--- src/rtl/entropy_requester.sv ---
// entropy_requester: fetches N TRNG bytes, each on a fresh valid edge, and streams them out
// on a valid/ready port, aborting a run if any single byte takes too long.
module entropy_requester #(
    parameter int VEC_W          = 8,
    parameter int CNT_W          = 4,
    parameter int TIMEOUT_CYCLES = 1024,
    parameter int SINGLE_SHOT    = 0
) (
    input  logic             clk,
    input  logic             rst,
    input  logic             start,
    input  logic [CNT_W-1:0] num_bytes,
    output logic             trng_req,
    input  logic [VEC_W-1:0] trng_vector,
    input  logic             trng_vector_valid,
    output logic [VEC_W-1:0] out_data,
    output logic             out_valid,
    input  logic             out_ready,
    output logic             busy,
    output logic             done,
    output logic             timeout,
    output logic [CNT_W-1:0] bytes_left
);
    localparam int TW = $clog2(TIMEOUT_CYCLES);
    typedef enum logic [1:0] {S_IDLE, S_REQ, S_WAIT, S_HOLD} state_t;
    state_t           state, state_n;
    logic [TW-1:0]    timer, timer_n;
    logic             valid_q, capture;
    logic             req_n, out_valid_n, done_n, timeout_n;
    logic [VEC_W-1:0] out_data_n;
    logic [CNT_W-1:0] bytes_left_n;
    // only a rising edge counts, so a level left high by the TRNG is never re-read
    assign capture = trng_vector_valid & ~valid_q;
    assign busy    = state != S_IDLE;
    always_ff @(posedge clk or posedge rst) begin
        if (rst) begin
            state      <= S_IDLE;
            timer      <= '0;
            valid_q    <= 1'b0;
            trng_req   <= 1'b0;
            out_data   <= '0;
            out_valid  <= 1'b0;
            done       <= 1'b0;
            timeout    <= 1'b0;
            bytes_left <= '0;
        end else begin
            state      <= state_n;
            timer      <= timer_n;
            valid_q    <= trng_vector_valid;
            trng_req   <= req_n;
            out_data   <= out_data_n;
            out_valid  <= out_valid_n;
            done       <= done_n;
            timeout    <= timeout_n;
            bytes_left <= bytes_left_n;
        end
    end
    always_comb begin
        state_n      = state;
        timer_n      = timer;
        req_n        = trng_req;
        out_data_n   = out_data;
        out_valid_n  = out_valid;
        done_n       = 1'b0;
        timeout_n    = timeout;
        bytes_left_n = bytes_left;
        case (state)
            S_IDLE: begin
                if (start && num_bytes != '0) begin
                    bytes_left_n = num_bytes;
                    timeout_n    = 1'b0;
                    state_n      = S_REQ;
                end
            end
            S_REQ: begin
                req_n   = 1'b1;
                timer_n = '0;
                state_n = S_WAIT;
            end
            S_WAIT: begin
                req_n = (SINGLE_SHOT == 0);
                // capture is tested first so it wins over a coinciding timeout
                if (capture) begin
                    out_data_n  = trng_vector;
                    out_valid_n = 1'b1;
                    req_n       = 1'b0;
                    state_n     = S_HOLD;
                end else if (timer == TW'(TIMEOUT_CYCLES - 1)) begin
                    timeout_n    = 1'b1;
                    req_n        = 1'b0;
                    bytes_left_n = '0;
                    state_n      = S_IDLE;
                end else begin
                    timer_n = timer + TW'(1);
                end
            end
            S_HOLD: begin
                if (out_ready) begin
                    bytes_left_n = bytes_left - CNT_W'(1);
                    out_valid_n  = 1'b0;
                    done_n       = bytes_left == CNT_W'(1);
                    state_n      = bytes_left == CNT_W'(1) ? S_IDLE : S_REQ;
                end
            end
        endcase
    end
endmodule

--- config.mk ---
export PLATFORM = sky130hd
export DESIGN_NAME = entropy_requester
export DESIGN_NICKNAME = d
export VERILOG_FILES = /design/src/rtl/entropy_requester.sv
export SDC_FILE = /design/constraint.sdc
export NUM_CORES = 1
export LEC_CHECK = 0
export ABC_AREA = 1
export ABC_CLOCK_PERIOD_IN_PS = 2200
export CAP_MARGIN = 20
export CORE_MARGIN = 2
export CORE_UTILIZATION = 41
export DETAILED_ROUTE_END_ITERATION = 8
export PLACE_DENSITY = 0.72
export SYNTH_ARGS = -nofsm -noshare
export SYNTH_HDL_FRONTEND = slang
export SYNTH_SLANG_ARGS = --single-unit
--- constraint.sdc ---
create_clock -name clk -period 2.2 [get_ports clk]
set_clock_uncertainty 0.05 [all_clocks]
set_input_delay 0.22 -clock clk [delete_from_list [all_inputs] [get_ports clk]]
set_output_delay 0.22 -clock clk [all_outputs]
set_load 0.03 [all_outputs]
; ---- Word-level counts from Yosys, hierarchy flattened
; Cells that the tools add are included.
; Widths: inputs -> output; s select.
[totals]
regBits = 29
input_bits = 17
output_inout_bits = 17
elab_cells = 65
[classes]
addsub = 2
n_eq_ne = 12
mux = 26
bitwise = 2
reduce_logical = 14
[op_table]
columns = operator, n
row1 = $mux 10, 2
row2 = $pmux 10 s2, 1
row3 = $mux 4, 4
row4 = $ne 2x2->1 const B, 6
row5 = $pmux 4 s3, 1
row6 = $add 10x1->10 const B, 1
row7 = $eq 10x10->1 const B, 1
row8 = $mux 1, 10
row9 = $reduce_and 3->1, 3
row10 = $mux 2, 4
row11 = $pmux 2 s4, 1
row12 = $reduce_bool 2->1, 4
row13 = $pmux 1 s2, 3
row14 = $reduce_and 5->1, 1
row15 = $eq 2x2->1 const B, 2
row16 = $eq 4x1->1 const B, 1
row17 = $reduce_and 4->1, 1
row18 = $reduce_bool 4->1, 1
row19 = $sub 4x1->4 const B, 1
row20 = $ne 3x3->1 const B, 1
row21 = $reduce_bool 3->1, 1
row22 = $eq 2x1->1 const B, 1
row23 = $logic_not 2->1, 1
row24 = $reduce_and 2->1, 1
row25 = 3 further kinds, 3

; ---- Depth between registers and ports, before layout
; Gate-level depths: netlist of the first run.
[logic_depth]
depth_word = 4
ltp_mapped = 10
ltp_nobuf = 9

; ---- Least setup slack after synthesis of the first run
; No wires, ideal clock.
[synth_timing]
kind = reg2reg
from = register state[0]
to = register bytes_left[1]
setup_time_ps = 123
arrival_ps = 1403
required_ps = 2027
setup_slack_ps = 624
stages_incl_launch_ff = 8
path_buffers = 1
synth_period_minus_slack_ps = 1576
path_cell_list = dfrtp_1 inv_1 ha_1 nand2_1 clkbuf_1 nand2_1 o21ai_0 nand2_1
[synth_via]
elab_chain_len = 3
elab_cells_between_ends = 10
cone_classes = 6 x eq/ne / 1 x mux / 3 x reduce/logical
[synth_rtl]
columns = item, line_no
row1 = start: declaration, 26  ; state_t state, state_n;
row2 = start signal: assignment, 47  ; state <= state_n;
row3 = $eq 2x2->1 / $logic_not 2->1 (equally long branches), 67  ; case (state)
row4 = $ne 2x2->1 (no line) / $reduce_bool 3->1 (equally long branches), n/a
row5 = $reduce_and 5->1 (no line), n/a
row6 = end signal: assignment, 55  ; bytes_left <= bytes_left_n;
row7 = end: declaration, 22  ; output logic [CNT_W-1:0] bytes_left
; Several ways; a longest one is shown, not always the timed one.
; A chain may end at the register's enable or synchronous reset.

; ---- Worst setup path after layout of the first run
[layout_timing]
from = register state[0]
to = output busy
[layout_via]
elab_chain_len = 1
[layout_rtl]
columns = item, line_no
row1 = $reduce_bool 2->1, 34  ; assign busy = state != S_IDLE;
row2 = end: declaration, 19  ; output logic busy,
; No other way between the ends.

==> results.ini, run 1 <==
[timing]
setup_viol = 0
finalSetupTns_ps = 0
worst_pin_slew_ps = 366
period_share_pct = 93.4
slew_viol_final = 0
min_period_ps = 2050
hold_viol = 0
fmax_ghz = 0.487
rsz0062_at_grt = false
relSlewSlack_pct = 75.6

[critical_path]
arrival_ps = 1780
startpoint_type = flop
path_max_fanout = 5
required_ps = 1930
worstSetupPathType = flop to output port
endpoint_kind = output port

[grt]
grt_max_degree = 30
first_global_vias = 1453
grt_overflow_total = 0
grt_use_total_pct = 18.7
grt_pass1_wl_um = 6330
antenna_found_initial = 0

[power_and_ir_drop]
ir_drop_mv = 0.633
power_density_nw_per_um2 = 1280
p_leak_uw = 0.00107

[die]
rows = 22
start_util_pct = 43.5
dieWidth_um = 67.1
pin_count = 34
die_h_um = 67.1
core-area_um2 = 3740
fp.dieArea_um2 = 4500

[cts]
holdBufCountCts = 0
cts_resized = 0
clkLatencyLatePin_ps = 280
clk_pin_slew_worst_paths_ps = 60
post_cts_buffers = 0
cts_made_buffers = 5
htree_levels = 2
cts_root_buf = clkbuf_8
clockBufferDepth = 2
tritoncts = built
clock_sinks = 29

[placement]
placed_cells = 300
dp_hpwl_um = 2730
io_buffers = 33
gp_congestion = 0.847

[synthesis]
ys_warn_count = 0
synth_nets = 241
ys_seq_elements = 29
syn-cell-area_um2 = 1630
syn_avg_cell_area_um2 = 7.51
yosysSeqAreaShare_pct = 44.5
syn_inst = 217
synthDistinctLibCells = 26

[layout]
multi_input_area_um2 = 791
fill_cells = 379
utilization_pct = 57.2
drive_above_1_share_pct = 10.4
regArea_um2 = 726
final_cells = 308
area_growth_pct = 31.3
nNetsFinal = 283
antenna_cells = 0

[detailed_routing]
final_antenna_net_count = 0
drc = 0
wl_per_cell_um = 11.5
drtPass1Iterations = 4
drt-total-wl_um = 3530
first_iter_violations = 97
num_vias = 1465
post_drt_via_cell_ratio = 4.76

[hold_path]
min-delay-path-class = input pin to async pin

[flow_run]
max_cap_violations = 0

[run_status]
outcome = completed

[logic make-up after synthesis]
family	synth area share [%]
buffers and inverters	6.98
adders and majority gates	5.37
and+or+nand+nor	34.3
xor gates and xnor gates	1.07
DFF	44.5
AOI/OAI and AO/OA	7.75
[worst max-delay path, stage by stage (launching register included)]
cell             delay, ps
dfrtp_1                410
inv_1                   90
ha_1                   270
inv_1                   70
clkdlybuf4s50_1        660
[flip-flops by register name, summed over array words and instances (netlist names)]
| name | flops |
|---|---|
| out_valid | 1 |
| trng_req | 1 |
| done | 1 |
| timer | 10 |
| valid_q | 1 |
| bytes_left | 4 |
| state | 2 |
| out_data | 8 |
| timeout | 1 |
[worst paths after layout]
check | end | cells past startpoint | start | slack [ps]
max in group asynchronous | timer[4]$_DFFE_PP0P_ | 3 | rst | 1570
setup / recovery | busy | 4 | state[0]$_DFFE_PP0P_ | 150
hold / removal | timer[0]$_DFFE_PP0P_ | 3 | rst | 260
hold reg to reg | out_data[1]$_DFFE_PP0P_ | 2 | out_data[1]$_DFFE_PP0P_ | 430
setup reg to reg | timeout$_DFFE_PP0P_ | 8 | state[0]$_DFFE_PP0P_ | 440
min in group clk | valid_q$_DFF_PP0_ | 1 | trng_vector_valid | 350
[cells in the mapped netlist, drive strengths merged]
cell | number | area [um^2]
o21ai | 18 | 97.6
nand4 | 3 | 18.8
clkinv | 2 | 12.5
xor2 | 2 | 17.5
ha | 7 | 87.6
o31ai | 1 | 7.51
dfrtp | 29 | 726
nand3 | 23 | 120
a21o | 1 | 7.51
or2 | 2 | 12.5
inv | 22 | 82.6
nand2 | 83 | 327
a21oi | 2 | 13.8
clkbuf | 2 | 7.51
nor2 | 19 | 81.3
buf | 1 | 11.3
[through the flow]
step	instance area, um^2	worst slack, ps	total power [uW]	hold slack, ps
after CTS	2140	129	2770	274
after global placement	2040	466	2250	412
after global routing	2140	62.7	2970	327
after detailed placement	2040	436	2270	414
final	2140	145	2740	262
after floorplan	1630	624	1800	201
[cells in the final DEF, fill, tap and decap left out]
cell type	instances
o21ai_2	2
nor2_4	1
inv_1	21
clkinv_1	1
nand2_1	79
buf_4	5
nand4_1	3
clkdlybuf4s50_1	33
o21ai_1	4
nand3_2	1
dfrtp_1	29
clkinv_2	1
o21ai_0	12
nor2_2	1
nand3_1	22
nor2_1	17
ha_1	7
nand2_2	3
a21oi_2	1
nand2_4	1
inv_2	1
a21o_1	1
or2_2	2
clkinv_4	1
clkbuf_8	7
xor2_1	2
a21oi_1	1
o31ai_1	1
[final cells by class]
cell class	instances	area share, %
inverters	24	4.44
flip-flops and latches	29	33.9
clock inverters	1	0.234
repair buffers	38	17.2
multi-input cells	161	36.9
well taps	48	2.81
clock buffers	7	4.50
[where the power goes]
part | switching, uW | internal, uW
logic | 913 | 523
registers | 125 | 690
clock network | 202 | 282
[per-layer routing]
metal | global-route usage, % | vias up | share of wire (%) | routed length, um
met5 | 0 | - | 0 | 0
met4 | 8.42 | 0 | 1.8 | 64
met3 | 3.21 | 5 | 2.8 | 100
met2 | 30.9 | 20 | 48 | 1700
met1 | 23.5 | 671 | 47 | 1660
li1 | - | 769 | - | -
No activity file was read; power rests on OpenSTA's default activity.
==> run 2: changes to the inputs <==
--- a/config.mk
+++ b/config.mk
@@ -12,6 +12,8 @@
 export CORE_UTILIZATION = 41
 export DETAILED_ROUTE_END_ITERATION = 8
 export PLACE_DENSITY = 0.72
+export SKIP_LAST_GASP = 1
 export SYNTH_ARGS = -nofsm -noshare
 export SYNTH_HDL_FRONTEND = slang
 export SYNTH_SLANG_ARGS = --single-unit
+export TNS_END_PERCENT = 1
==> results of run 2 <==
No change in the layout: final DEF, timing and power equal those of run 1.
==> edit, RTL diff (settings of run 1) <==
Set the parameter `TIMEOUT_CYCLES` to 2048 (it was 1024).
--- a/src/rtl/entropy_requester.sv
+++ b/src/rtl/entropy_requester.sv
@@ -3,7 +3,7 @@
 module entropy_requester #(
     parameter int VEC_W          = 8,
     parameter int CNT_W          = 4,
-    parameter int TIMEOUT_CYCLES = 1024,
+    parameter int TIMEOUT_CYCLES = 2048,
     parameter int SINGLE_SHOT    = 0
 ) (
     input  logic             clk,
Behaviour: same outputs for any inputs over 10 cycles, from zero or initial values and one cycle with rst high; that may be too few to reach the edited logic, so the function may still have changed.
==> edit against run 1 <==
- count of clock-buffer cells in the layout down 2
- largest power group unchanged
- synthesized cell count is 4.1% higher
- global-route usage is 0.61 points lower
- clock power is 17% higher
- wire length increased by 3.3%
- power grew 3.2%
- cell area grew 3.7%
- die area rose by 4.2%
- synthesized area is 4.5% higher
- sequential cell count rose by 1
- setup slack worse by 23 ps
==> edit: results (changes against run 1) <==
synthesis:
  synthesis.nets: 250  # was 241
  synth.area.top_cells: "dfrtp_1 44%, nand2_1 19%, nand3_1 7.0%"  # was dfrtp_1 45%, nand2_1 18%, nand3_1 6.8%
  synthTopCellsByCount: "84 x nand2_1, 30 x dfrtp_1, 24 x nand3_1, 21 x inv_1, 21 x nor2_1"  # was 79 x nand2_1, 29 x dfrtp_1, 22 x nand3_1, 21 x inv_1, 17 x nor2_1
  ys_ff_latch: 30  # was 29
  ys_seq_area_share_pct: 44.1  # was 44.5%
  synth.avg_cell_area_um2: 7.54  # was 7.51 um2
  yosysWarnings: 0  # unchanged
final_layout:
  fill_cells: 389  # was 379
  nClkBuffers: 5  # was 7
  buffers: 37  # was 38
  drive_above_1_share_pct: 8.58  # was 10.4%
  multi_input_area_share_pct: 38.3  # was 36.9%
  bufAreaShareNonClock_pct: 16.2  # was 17.2%
  reg_top3: "timer: 11 flops, out_data: 8 flops, bytes_left: 4 flops"  # was timer: 10 flops, out_data: 8 flops, bytes_left: 4 flops
  seq_share_pct: 33.8  # was 33.9%
  nets: 291  # was 283
  multi_input_cells: 171  # was 161
  syn_to_final_growth_pct: 30.3  # was 31.3%
  inv_count: 22  # was 24
  final-clk-cell-share_pct: 5.13  # was 4.73%
setup_path:
  r2r_setup_slack_ps: 420  # was 440 ps
  cp_data_arrival_time_ps: 1810  # was 1780 ps
  setup.worst_path.start: "state[1]$_DFFE_PP0P_"  # was state[0]$_DFFE_PP0P_
sta:
  tightestPinTransition_ps: 392  # was 366 ps
  whs_ps: 252  # was 262 ps
  fmax_ghz: 0.481  # was 0.487 GHz
global_route:
  grt_pass1_vias: 1431  # was 1453
  grt_pass1_wl_um: 6280  # was 6330 um
  grtUsageTotal_pct: 18.0  # was 18.7%
  grt_max_degree: 31  # was 30
run_status:
  status: "finished clean"  # unchanged
route:
  wl_per_cell_um: 11.5  # about the same
  drt_iter0_drc: 72  # was 97
  route.vias.total: 1544  # was 1465
pwr:
  ir_drop_v: 0.000614  # was 0.000633 V
  p_leak_nw: 1.05  # was 1.07 nW
  powerDensity_nw_per_um2: 1270  # was 1280 nW/um2
placement:
  dpl-instance-area_um2: 2110  # was 2040 um2
  post-dp-hpwl_um: 2720  # was 2730 um
cts:
  cts_buffer_depth: 2  # unchanged
  root_buffer: "clkbuf_8"  # unchanged
==> edit: cell types whose count changed after synthesis, moves of 2 or more <==
cell and change:
a21oi_1 +2, nand2_1 +5, nand3_1 +2, nor2_1 +4, o21ai_1 -3, or2_2 -2
==> edit: logic make-up after synthesis <==
family / synth area share (%)
simple gates: 35.2
flops: 44.1
buf+inv: 6.02
compound gates: 9.03
fa+ha+maj: 5.14
xor+xnor: 0.514
==> edit: per-layer routing <==
layer / vias to the layer above / GRT usage, % / wire (um)
li1: 801 / - / -
met1: 696 / 22.4 / 1690
met4: 0 / 5.25 / 44
met3: 6 / 5.43 / 185
met2: 41 / 30.0 / 1730
met5: - / 0 / 0
==> edit: worst max-delay path: stages (launching register included) <==
cell	delay (ps)
dfrtp_1	400
inv_1	100
ha_1	260
inv_1	90
clkdlybuf4s50_1	660
==> edit: power by group <==
part | switching [mW] | internal [mW]
Combinational | 0.903 | 0.524
Clock | 0.231 | 0.337
Sequential | 0.121 | 0.708
